===== config.mk =====
export PLATFORM = sky130hd
export DESIGN_NAME = mem_arb
export DESIGN_NICKNAME = d
export VERILOG_FILES = /design/src/rtl/mem_arb.sv
export SDC_FILE = /design/constraint.sdc
export NUM_CORES = 1
export LEC_CHECK = 0
export CORE_AREA = 3 3 178 180
export DETAILED_ROUTE_END_ITERATION = 8
export DIE_AREA = 0 0 181 183
export PLACE_DENSITY_LB_ADDON = 0.05
export SETUP_SLACK_MARGIN = 0.4
export SKIP_LAST_GASP = 1
export SYNTH_ARGS = -nofsm -noshare
export SYNTH_HDL_FRONTEND = slang
export SYNTH_SLANG_ARGS = --single-unit

===== constraint.sdc =====
create_clock -name clk -period 5.25 [get_ports clk]
set_input_delay 1.05 -clock clk [delete_from_list [all_inputs] [get_ports clk]]
set_output_delay 1.05 -clock clk [all_outputs]
set_load 0.02 [all_outputs]

===== src/rtl/mem_arb.sv =====
// Shared memory port arbiter for the fetch and data requesters.
// Data normally wins a conflict; fetch wins right after a data grant.
module mem_arb (
  input  logic        clk,
  input  logic        reset,
  input  logic        if_req,
  input  logic [63:0] if_addr,
  input  logic        dm_req,
  input  logic        dm_we,
  input  logic [63:0] dm_addr,
  input  logic [63:0] dm_wdata,
  output logic        if_ack,
  output logic        dm_ack,
  output logic        if_err,
  output logic        dm_err,
  output logic [63:0] rdata,
  output logic        if_wait,
  output logic        dm_wait,
  output logic        mem_req,
  output logic        mem_we,
  output logic [63:0] mem_addr,
  output logic [63:0] mem_wdata,
  input  logic        mem_ack,
  input  logic [63:0] mem_rdata,
  input  logic        mem_err
);

  typedef enum logic [1:0] {
    IDLE,
    IF_BUSY,
    DM_BUSY,
    RESP
  } state_t;

  state_t      state_q;
  logic        last_dm_q;
  logic [3:0]  cnt_q;
  logic [3:0]  cnt_d;
  logic        if_ack_q;
  logic        dm_ack_q;
  logic        if_err_q;
  logic        dm_err_q;
  logic [63:0] rdata_q;
  logic        mem_req_q;
  logic        mem_we_q;
  logic [63:0] mem_addr_q;
  logic [63:0] mem_wdata_q;
  logic        grant_dm;
  logic        timeout;
  logic        done;

  assign cnt_d    = cnt_q + 4'd1;
  assign timeout  = (cnt_d == 4'd15);
  assign done     = mem_ack | timeout;
  assign grant_dm = dm_req & (~if_req | ~last_dm_q);

  always_ff @(posedge clk) begin
    if (reset) begin
      state_q     <= IDLE;
      last_dm_q   <= 1'b0;
      cnt_q       <= 4'd0;
      if_ack_q    <= 1'b0;
      dm_ack_q    <= 1'b0;
      if_err_q    <= 1'b0;
      dm_err_q    <= 1'b0;
      rdata_q     <= '0;
      mem_req_q   <= 1'b0;
      mem_we_q    <= 1'b0;
      mem_addr_q  <= '0;
      mem_wdata_q <= '0;
    end else begin
      if_ack_q <= 1'b0;
      dm_ack_q <= 1'b0;
      if_err_q <= 1'b0;
      dm_err_q <= 1'b0;
      unique case (state_q)
        IDLE: begin
          if (grant_dm) begin
            state_q     <= DM_BUSY;
            last_dm_q   <= 1'b1;
            cnt_q       <= 4'd0;
            mem_req_q   <= 1'b1;
            mem_we_q    <= dm_we;
            mem_addr_q  <= dm_addr;
            mem_wdata_q <= dm_wdata;
          end else if (if_req) begin
            state_q     <= IF_BUSY;
            last_dm_q   <= 1'b0;
            cnt_q       <= 4'd0;
            mem_req_q   <= 1'b1;
            mem_we_q    <= 1'b0;
            mem_addr_q  <= if_addr;
            mem_wdata_q <= '0;
          end
        end
        IF_BUSY, DM_BUSY: begin
          if (!mem_ack) cnt_q <= cnt_d;
          if (done) begin
            state_q   <= RESP;
            mem_req_q <= 1'b0;
            // A timeout reports an error with zeroed read data.
            rdata_q   <= mem_ack ? mem_rdata : '0;
            if (state_q == IF_BUSY) begin
              if_ack_q <= 1'b1;
              if_err_q <= ~mem_ack | mem_err;
            end else begin
              dm_ack_q <= 1'b1;
              dm_err_q <= ~mem_ack | mem_err;
            end
          end
        end
        RESP: state_q <= IDLE;
      endcase
    end
  end

  assign if_ack    = if_ack_q;
  assign dm_ack    = dm_ack_q;
  assign if_err    = if_err_q;
  assign dm_err    = dm_err_q;
  assign rdata     = rdata_q;
  assign mem_req   = mem_req_q;
  assign mem_we    = mem_we_q;
  assign mem_addr  = mem_addr_q;
  assign mem_wdata = mem_wdata_q;
  assign if_wait   = if_req & ~if_ack_q;
  assign dm_wait   = dm_req & ~dm_ack_q;

endmodule


==> results of run 1 <==
-- cells in the final DEF, fill, tap and decap left out, drive strengths merged --
cell | Yosys | final
clkdlybuf4s50 | 0 | 461
dfxtp | 205 | 205
nor2 | 139 | 139
a211oi | 66 | 66
mux2i | 65 | 65
a22oi | 65 | 65
a22o | 64 | 64
clkbuf | 46 | 33
buf | 18 | 14
bufinv | 0 | 8
a21oi | 7 | 7
clkinv | 0 | 7
ha | 6 | 6
inv | 5 | 5
nor2b | 5 | 5
diode | 0 | 4
nand2 | 4 | 4
nand3 | 3 | 3
a21o | 2 | 2
nor3 | 2 | 2
o31ai | 2 | 2
nor3b | 2 | 2
o21a | 2 | 2
and2 | 2 | 2
o21ai | 2 | 2
nand4b | 1 | 1
a311o | 1 | 1
nand2b | 1 | 1
a211o | 1 | 1
or3b | 1 | 1
a21boi | 1 | 1
o211ai | 1 | 1
nand4 | 1 | 1
a2bb2oi | 1 | 1
and3b | 1 | 1
a2111oi | 1 | 1
a311oi | 1 | 1
-- critical path, delay by kind of cell --
kind	cells	cell delay [ps]
buf+inv	2	1270
simple gates	1	180
-- routing by layer --
metal / up-vias / part of all wire, %
met5: - / 0
met2: 300 / 49
met3: 40 / 9.2
met1: 3229 / 39
li1: 3542 / -
met4: 0 / 2.7
-- power by group --
group / switching (mW) / internal [mW] / leakage [nW] / total (mW)
clock network: 0.711 / 1.36 / 0.496 / 2.07
logic: 1.47 / 1.21 / 3.01 / 2.68
registers: 0.186 / 1.93 / 1.68 / 2.11
-- cells by family after synthesis --
group / share of synthesized area [%]
compound gates: 22.67
flops: 54.48
simple gates: 8.753
buf+inv: 4.468
mux: 8.636
fa+ha+maj: 0.9965
-- cell type report --
cell class,count,area [um^2],area share (%)
multi-input combinational,450,3132,23.23
clock buffer,33,716.9,5.317
antenna,4,10.01,0.07424
tap,396,495.5,3.675
clock inverter,15,286.5,2.125
timing repair buffer,475,4720,35.00
inverter,5,18.77,0.1392
sequential,205,4104,30.44
-- stage by stage --
| stage | hold WS (ps) | total power [mW] | instance area, um^2 |
|---|---|---|---|
| 5_1_grt | 486.9 | 7.284 | 13480 |
| 4_1_cts | 475.0 | 6.976 | 13470 |
| 6_report | 467.9 | 6.862 | 13480 |
| 3_5_place_dp | 454.2 | 4.860 | 12470 |
| 3_3_place_gp | 456.9 | 4.865 | 12470 |
| 2_1_floorplan | 457.1 | 3.641 | 7533 |
-- registers in the layout, summed over array words and instances, names as in the netlist --
signal and flops:
cnt_q 4, dm_ack 1, dm_err 1, if_ack 1
if_err 1, last_dm_q 1, mem_addr 64, mem_req 1
mem_wdata 64, mem_we 1, rdata 64, state_q 2
-- how the worst max path moves through the flow --
stage,from,endpoint,slack [ps]
2_1_floorplan,dm_req,dm_wait,2820
3_3_place_gp,dm_req,mem_wdata[18],1470
3_5_place_dp,dm_req,mem_wdata[3],1420
4_1_cts,if_req,if_wait,1700
5_1_grt,if_req,if_wait,1640
6_report,if_req,if_wait,1700
==> metrics.md, run 1 <==
| Metric | Value |
|---|---|
| Hold crit path type | reg2reg |
| CP cell instances | clkdlybuf4s50_1 -> nor2b_1 -> clkdlybuf4s50_1 |
| Antenna violations before repair | 4 |
| Remaining antenna violation count | 0 |
| Yosys top cell area share | 54.48% |
| Clock skew | 8.349 ps |
| Critical path endpoint category | output port |
| Final setup margin | 1703 ps |
| Reg2Reg Setup Slack | 2460 ps |
| Finished Core Util | 44.43% |
| CTS tree | done |
| Clock Path Buffers | 3 |
| Reg2reg path depth | 7 |
| Fin crit share | 67.56% |
| DP HPWL | 21270 um |
| Die area | 0.03312 mm^2 |
| Leakage | 5.189 nW |
| Max incr delay on CP | 660 ps |
| Crit path kind | in2out |
| Starting Density | 24.82% |
| Remaining DRCs | 0 |
| Routing usage on met3 | 6.029% |
| Placed Instances | 1531 |
| Post-Syn Area | 0.007533 mm^2 |
| Startpoint types | input port |
| Congestion Overflow GR | 0 |
| Post-CTS Setup Bufs | 0 |
| Largest fanout on the critical path | 5 |
| Setup TNS | 0 ps |
| Total wire length | 29210 um |
| Met2 Use GR | 29.25% |
| WHS Endpoint | rdata[61] |
| Hold path cells | 1 |
| Detailed Route Iter0 Violations | 261 |
| # clock sinks | 205 |
| Layout cell share with drive strength beyond 1 | 5.664% |
| Clk_lat worst skew | 530 ps |
| Post-synth EDFFs | 0 |
| Max Transition Viols Final | 0 |
| Slew margin rel. | 29.27% |
| Most common flop cell mapped by yosys | dfxtp_1 |
| CTS root buffer | clkbuf_16 |
| Post_cts resized | 0 |
| Routed via count | 7111 |
| Most frequent cells after synthesis | dfxtp_1, nor2_1, a211oi_1 |
| Fillers | 2912 |
| Die Span X | 181 um |
| Post-synth ARST share | 0% |
| Worst slew pin tran | 1058 ps |
| First-pass GRT wire length | 43780 um |
| WL/cell | 18.45 um |
| Met1 Resource Use GR | 19.12% |
| CTS Hold Bufs | 0 |
| Layout area overhead | 78.97% |
| Area contributors post-synth | dfxtp_1, mux2i_1, a22o_1 |
| H-tree level count | 1 |
| Status | finished, final reports clean |
| Crit path time final | 3547 ps |
| CTS clk-pin slew, worst paths | 60 ps |
| RSZ-0062 raised after global routing | false |
| Synth area leader | dfxtp_1 |
| Distinct cell type count after synthesis | 36 |
| Vert. Die Dim | 183 um |
| Syn Nets | 993 |
| Nets | 1432 |
| Hold Violations, Final | 0 |
| I/O pins | 463 |
| IR drop worst, VDD | 0.2660 mV |
| Fin cells | 1583 |
| Via density | 4.492 |
| R2r endpoint | rdata[41] |
| CTS buffer count | 26 |
| Vias in the first global route | 7193 |
| GRT Util Overall | 16.65% |
| Grt peak-use layer | met2 |
| Core area | 0.03035 mm^2 |
| Seq/Total Area, Yosys | 54.48% |
| Synth Register Bits | 205 |
| Max Cap Viol | 0 |
| Dominant cell by count in the synthesized netlist | dfxtp_1 |
| DP Worst Slack | 1425 ps |
| Pwr Density | 508.9 mW/mm^2 |
| Hold wc startpoint | rdata[61] |
| Yosys warns | 0 |
| Gate Count Post-Synth | 724 |
| Max Clk Rate | 281.9 MHz |
| Pin count of the biggest net entering global routing | 77 |
| Routability cong. | 0.7672 |
| Drt pass-1 iters | 4 |
| Final setup viols | 0 |
| CP Data Required Time | 4200 ps |
| CP max stage cell | clkdlybuf4s50_1 |
| Row count | 64 |
| CP dominant cell by count | clkdlybuf4s50_1 |
| Syn Area/Cell | 10.41 um^2 |
| CP arrival | 2500 ps |
| PortBufs | 462 |
| R2R Path Start | cnt_q[0] |
(Power assumes the default switching activity.)
==> inputs of run 2 (changes only) <==
--- a/config.mk
+++ b/config.mk
@@ -5,9 +5,9 @@
 export SDC_FILE = /design/constraint.sdc
 export NUM_CORES = 1
 export LEC_CHECK = 0
-export CORE_AREA = 3 3 178 180
+export CORE_AREA = 3 3 177 179
 export DETAILED_ROUTE_END_ITERATION = 8
-export DIE_AREA = 0 0 181 183
+export DIE_AREA = 0 0 180 182
 export PLACE_DENSITY_LB_ADDON = 0.05
 export SETUP_SLACK_MARGIN = 0.4
 export SKIP_LAST_GASP = 1
==> constraint.sdc (replaced) <==
create_clock -name clk -period 2.9 [get_ports clk]
set_input_delay 0.58 -clock clk [delete_from_list [all_inputs] [get_ports clk]]
set_output_delay 0.58 -clock clk [all_outputs]
set_load 0.02 [all_outputs]
==> metrics.md, run 2 (synthesis gave the netlist of run 1 again) <==
| Metric | Value |
|---|---|
| Via density | 4.476 (-0.35%) |
| Finished Core Util | 45.09% (+0.66 points) |
| Total wire length | 28820 um (-1.3%) |
| Max incr delay on CP | 610 ps (-50 ps) |
| Clock skew | 18.26 ps (+9.916 ps) |
| Critical path endpoint category | output port |
| Most frequent cells in the layout | clkdlybuf4s50_1, dfxtp_1, nor2_1 |
| Congestion Overflow GR | 0 (unchanged) |
| Routability cong. | 0.7598 (-0.96%) |
| WL/cell | 18.32 um (-0.69%) |
| Switch Pwr | 4.262 mW (+80%) |
| CP max stage cell | clkdlybuf4s50_1 |
| RSZ-0062 raised after global routing | false |
| Final setup margin | 454.9 ps (-1248 ps) |
| Max Transition Viols Final | 0 (unchanged) |
| Drt pass-1 iters | 4 (unchanged) |
| Layout cell share with drive strength beyond 1 | 5.584% (-0.080 points) |
| Final Cell Area | 0.01340 mm^2 (-0.62%) |
| Startpoint types | input port |
| Most common cell after layout, fill and taps aside | clkdlybuf4s50_1 |
| PortBufs | 462 (unchanged) |
| First-pass GRT wire length | 42710 um (-2.4%) |
| Comb pwr share | 41.3% (+2.2 points) |
| Row count | 63 (-1.6%) |
| CTS clk-pin slew, worst paths | 50 ps (about the same) |
| Nets | 1432 (unchanged) |
| Remaining DRCs | 0 (unchanged) |
| GRT Util Overall | 16.39% (-0.26 points) |
| Vert. Die Dim | 182 um (-0.55%) |
| Die Span X | 180 um (-0.55%) |
| CP Data Required Time | 2320 ps (-1880 ps) |
| Crit path kind | in2out |
| Core area | 0.02972 mm^2 (-2.1%) |
| Crit path time final | 2445 ps |
| Setup TNS | 0 ps (unchanged) |
| Final setup viols | 0 (unchanged) |
| Max Clk Rate | 409.0 MHz |
| H-tree level count | 1 (unchanged) |
| # clock sinks | 205 (unchanged) |
| Critical Path Source | dm_req |
| Detailed Route Iter0 Violations | 241 (-7.7%) |
| Sequential group share of total power | 32.3% (+1.5 points) |
| Pin count of the biggest net entering global routing | 78 (+1.3%) |
| CTS tree | done |
| IR drop worst, VDD | 0.4558 mV (+71%) |
| Remaining antenna violation count | 0 (unchanged) |
| Antenna violations before repair | 1 (-3) |
| Vias in the first global route | 7027 (-2.3%) |
| Leakage | 5.136 nW (-1.0%) |
| Largest fanout on the critical path | 2 (-3) |
| Sw Share | 35.98% (+1.4 points) |
| Clock power share | 26.4% (-3.7 points) |
| Max Cap Viol | 0 (unchanged) |
| Pint | 7.582 mW (+69%) |
| Routed via count | 7041 (-0.98%) |
| Area post-placement | 0.01257 mm^2 (+0.80%) |
| CP cell instances | clkdlybuf4s50_1 -> nor2b_1 -> clkdlybuf4s50_1 |
| Worst slew pin tran | 701.7 ps (-356.7 ps) |
| Buf/Inv on CP | 2 (unchanged) |
| Crit path max-delay family | buffers and inverters |
| CTS root buffer | clkbuf_16 |
| Fin cells | 1573 (-0.63%) |
| Hold wc startpoint | rdata[44] |
| Post_cts resized | 0 (unchanged) |
| CTS buffer count | 25 (-3.8%) |
| Placed Instances | 1526 (-0.33%) |
| CP arrival | 1870 ps (-630 ps) |
| CTS Hold Bufs | 0 (unchanged) |
| Hold Violations, Final | 0 (unchanged) |
| Starting Density | 25.35% (+0.53 points) |
| Die area | 0.03276 mm^2 (-1.1%) |
| Pwr Density | 884.0 mW/mm^2 (+74%) |
| Layout area overhead | 77.86% |
| Hold crit path type | reg2reg |
| Slew margin rel. | 53.22% (+24 points) |
| DP HPWL | 20870 um (-1.9%) |
| Status | finished, final reports clean |
| Clk_lat worst skew | 530 ps (about the same) |
| CP dominant cell by count | clkdlybuf4s50_1 |
| R2R Path Start | cnt_q[0] |
| I/O pins | 463 (unchanged) |
| Fin crit share | 84.32% |
| Clock Path Buffers | 3 (unchanged) |
| DP Worst Slack | 470.3 ps (-954.7 ps) |
| Post-CTS Setup Bufs | 0 (unchanged) |
## run 2: metal layers
metal	GRT usage (%)	vias to the layer above	part of all wire [%]	wire, um
met5	0	-	0	0
li1	-	3536	-	-
met4	5.693	0	3.2	919
met2	29.02	284	50	14340
met1	17.99	3168	38	10980
met3	6.250	53	9.0	2587
## run 2: final cells by class
| class | instances | area [um^2] |
|---|---|---|
| clock inverters | 14 | 135.1 |
| flip-flops and latches | 205 | 4104 |
| multi-input cells | 450 | 3132 |
| diodes | 1 | 2.502 |
| well taps | 390 | 488.0 |
| repair buffers | 476 | 4827 |
| clock buffers | 32 | 691.9 |
| fillers | 2870 | 16320 |
| inverters | 5 | 18.77 |
## run 2: power by group through the flow
stage	Sequential (mW)	Clock, mW	Combinational, mW
detailed placement	3.88	0	4.94
global route	3.91	3.35	5.28
CTS	3.83	3.26	4.97
global placement	3.86	0	4.96
floorplan	4.61	0	1.98
finish	3.83	3.13	4.89
## run 2: worst register-to-register path: stages, from the launching register on
cell	delay (ps)
dfxtp_1	370
ha_1	270
nor2b_1	160
a21o_1	180
a311o_2	440
a21oi_4	180
buf_12	280
a22o_1	230
## run 2: worst paths after layout
kind	endpoint	depth (start not counted)	slack [ps]
max	dm_wait	3	450
max reg2reg	rdata[57]	7	710
min	rdata[44]	1	470
min reg2reg	rdata[44]	1	470
## run 2: through the flow
stage / total power, mW / hold slack [ps]
2_1_floorplan: 6.591 / 457.1
3_3_place_gp: 8.826 / 455.2
3_5_place_dp: 8.825 / 454.4
4_1_cts: 12.05 / 474.0
5_1_grt: 12.54 / 480.9
6_report: 11.84 / 471.6
==> inputs of run 3 (changes only) <==
--- a/config.mk
+++ b/config.mk
@@ -5,9 +5,9 @@
 export SDC_FILE = /design/constraint.sdc
 export NUM_CORES = 1
 export LEC_CHECK = 0
-export CORE_AREA = 3 3 177 179
+export CORE_AREA = 3 3 180 182
 export DETAILED_ROUTE_END_ITERATION = 8
-export DIE_AREA = 0 0 180 182
+export DIE_AREA = 0 0 183 185
 export PLACE_DENSITY_LB_ADDON = 0.05
 export SETUP_SLACK_MARGIN = 0.4
 export SKIP_LAST_GASP = 1
==> constraint.sdc (replaced) <==
create_clock -name clk -period 2.3 [get_ports clk]
set_input_delay 0.46 -clock clk [delete_from_list [all_inputs] [get_ports clk]]
set_output_delay 0.46 -clock clk [all_outputs]
set_load 0.02 [all_outputs]
==> metrics.md, run 3 (synthesis gave the netlist of run 1 again) <==
| Metric | Value |
|---|---|
| Status | finished, final reports clean |
| CTS root buffer | clkbuf_16 |
| Congestion Overflow GR | 0 (unchanged) |
| Hold slack | 354.7 ps (-116.9 ps) |
| I/O pins | 463 (unchanged) |
| WL/cell | 18.58 um (+1.4%) |
| Detailed Route Iter0 Violations | 263 (+9.1%) |
| Clock Path Buffers | 3 (unchanged) |
| Routing usage on met3 | 5.715% (-0.54 points) |
| Final setup viols | 0 (unchanged) |
| Max Cap Viol | 0 (unchanged) |
| Setup TNS | 0 ps (unchanged) |
| Worst setup path endpoint | rdata[34] |
| Leakage | 6.135 nW (+19%) |
| Vert. Die Dim | 185 um (+1.6%) |
| Total wire length | 29800 um (+3.4%) |
| CTS buffer count | 25 (unchanged) |
| Hold crit path type | in2reg |
| Pwr Density | 1117 mW/mm^2 (+26%) |
| R2r endpoint | rdata[34] |
| Nets | 1458 (+1.8%) |
| Die Span X | 183 um (+1.7%) |
| Hold Violations, Final | 0 (unchanged) |
| CTS clk-pin slew, worst paths | 60 ps (about the same) |
| Crit path kind | reg2reg |
| PortBufs | 462 (unchanged) |
| Max Clk Rate | 504.5 MHz |
| First-pass GRT wire length | 43530 um (+1.9%) |
| Fin cells | 1604 (+2.0%) |
| H-tree level count | 1 (unchanged) |
| Pin count of the biggest net entering global routing | 65 (-17%) |
| Slew margin rel. | 75.36% (+22 points) |
| Starting Density | 24.50% (-0.85 points) |
| Critical path endpoint category | flip-flop |
| CP arrival | 2440 ps (+570 ps) |
| Power, Total | 15.19 mW (+28%) |
| Reg2Reg Setup Slack | 320 ps (-390 ps) |
| Layout area overhead | 80.55% |
| Placed Instances | 1545 (+1.2%) |
| Row count | 64 (+1.6%) |
| Reg2reg path depth | 8 (+1) |
| GRT Util Overall | 16.39% (about the same) |
| # clock sinks | 205 (unchanged) |
| R2R Path Start | cnt_q[0] |
| Drt pass-1 iters | 4 (unchanged) |
| CP Data Required Time | 2760 ps (+440 ps) |
| CTS tree | done |
| Most common cell after layout, fill and taps aside | clkdlybuf4s50_1 |
| DP HPWL | 21400 um (+2.5%) |
| Grt peak-use layer | met2 |
| Layout cell share with drive strength beyond 1 | 7.877% (+2.3 points) |
| Routability cong. | 0.7690 (+1.2%) |
| Vias in the first global route | 7096 (+0.98%) |
| Startpoint types | flip-flop |
| Crit path time final | 1982 ps |
| Routed via count | 7244 (+2.9%) |
| Critical Path Source | cnt_q[0] |
| Die area | 0.03386 mm^2 (+3.3%) |
| IR drop worst, VDD | 0.5271 mV (+16%) |
| Fin crit share | 86.17% |
| Largest fanout on the critical path | 16 (+14) |
| RSZ-0062 raised after global routing | true |
| Met1 Resource Use GR | 18.90% (+0.92 points) |
| Most frequent cells in the layout | clkdlybuf4s50_1, dfxtp_1, dlygate4sd2_1 |
| Remaining antenna violation count | 0 (unchanged) |
| Max Transition Viols Final | 0 (unchanged) |
| Core area | 0.03075 mm^2 (+3.5%) |
| Remaining DRCs | 0 (unchanged) |
| Antenna violations before repair | 1 (unchanged) |
| Clk_lat worst skew | 520 ps (about the same) |
| Clock skew | 18.52 ps (+0.2504 ps) |
| Met2 Use GR | 29.35% (+0.33 points) |
| Via density | 4.516 (+0.89%) |
| Worst slew pin tran | 360.3 ps (-341.4 ps) |
| Finished Core Util | 44.23% (-0.85 points) |
-- run 3: changes by cell type in the layout (fill, tap and decap cells not counted), moves of 3 or more --
cell             before  now
buf_6                 0    3
buf_4                 7   23
dlygate4sd2_1         0  199
bufinv_16             2    5
ha_1                  6    3
clkinv_2              7    2
buf_16                0    3
clkdlybuf4s50_1     461  261
-- run 3: cell type report --
type / count / area (um^2)
fill: 3036 / 17150
timing repair buffer: 502 / 4905
sequential: 205 / 4111
multi-input combinational: 450 / 3167
clock buffer: 35 / 723.2
tap: 396 / 495.5
clock inverter: 9 / 176.4
inverter: 5 / 18.77
antenna: 2 / 5.005
-- run 3: worst max-delay path, stage by stage, from the launching register on --
cell and delay (ps):
dfxtp_4 370, ha_4 160, nor2b_4 120, a21o_1 170, a311o_2 410, a21oi_4 230, buf_6 150, clkbuf_16 180
a22o_1 140
-- run 3: metal layers --
layer | wire length [um] | vias up
li1 | - | 3594
met1 | 11560 | 3334
met2 | 15030 | 283
met3 | 2739 | 33
met4 | 473 | 0
met5 | 0 | -
-- run 3: repair_timing --
action | CTS | global route
setup buffers | 6 | 2
hold buffers | 0 | 0
setup endpoints to repair | 264 | 67
gates cloned | 3 | 2
hold endpoints to repair | 0 | 0
resized for setup | 209 | 5
pin swaps | 1 | 4
-- run 3: power breakdown --
group / internal (mW) / switching [mW]
logic: 2.64 / 3.49
clock network: 2.74 / 1.54
registers: 4.40 / 0.387
total: 9.77 / 5.42
-- run 3: worst min path at each step --
stage,start,to,slack (ps),cells past startpoint
after floorplan,last_dm_q,last_dm_q,460,2
after global placement,rdata[33],rdata[33],460,1
after detailed placement,rdata[60],rdata[60],460,1
after CTS,reset,last_dm_q,320,2
after global routing,reset,last_dm_q,350,2
final,reset,last_dm_q,350,2
-- run 3: per-stage QoR --
step / setup slack (ps) / cell area, um^2
detailed placement: 90.12 / 12710
global placement: 125.7 / 12710
CTS: 325.1 / 13520
global route: 242.1 / 13600
finish: 318.0 / 13600
floorplan: 406.6 / 7548
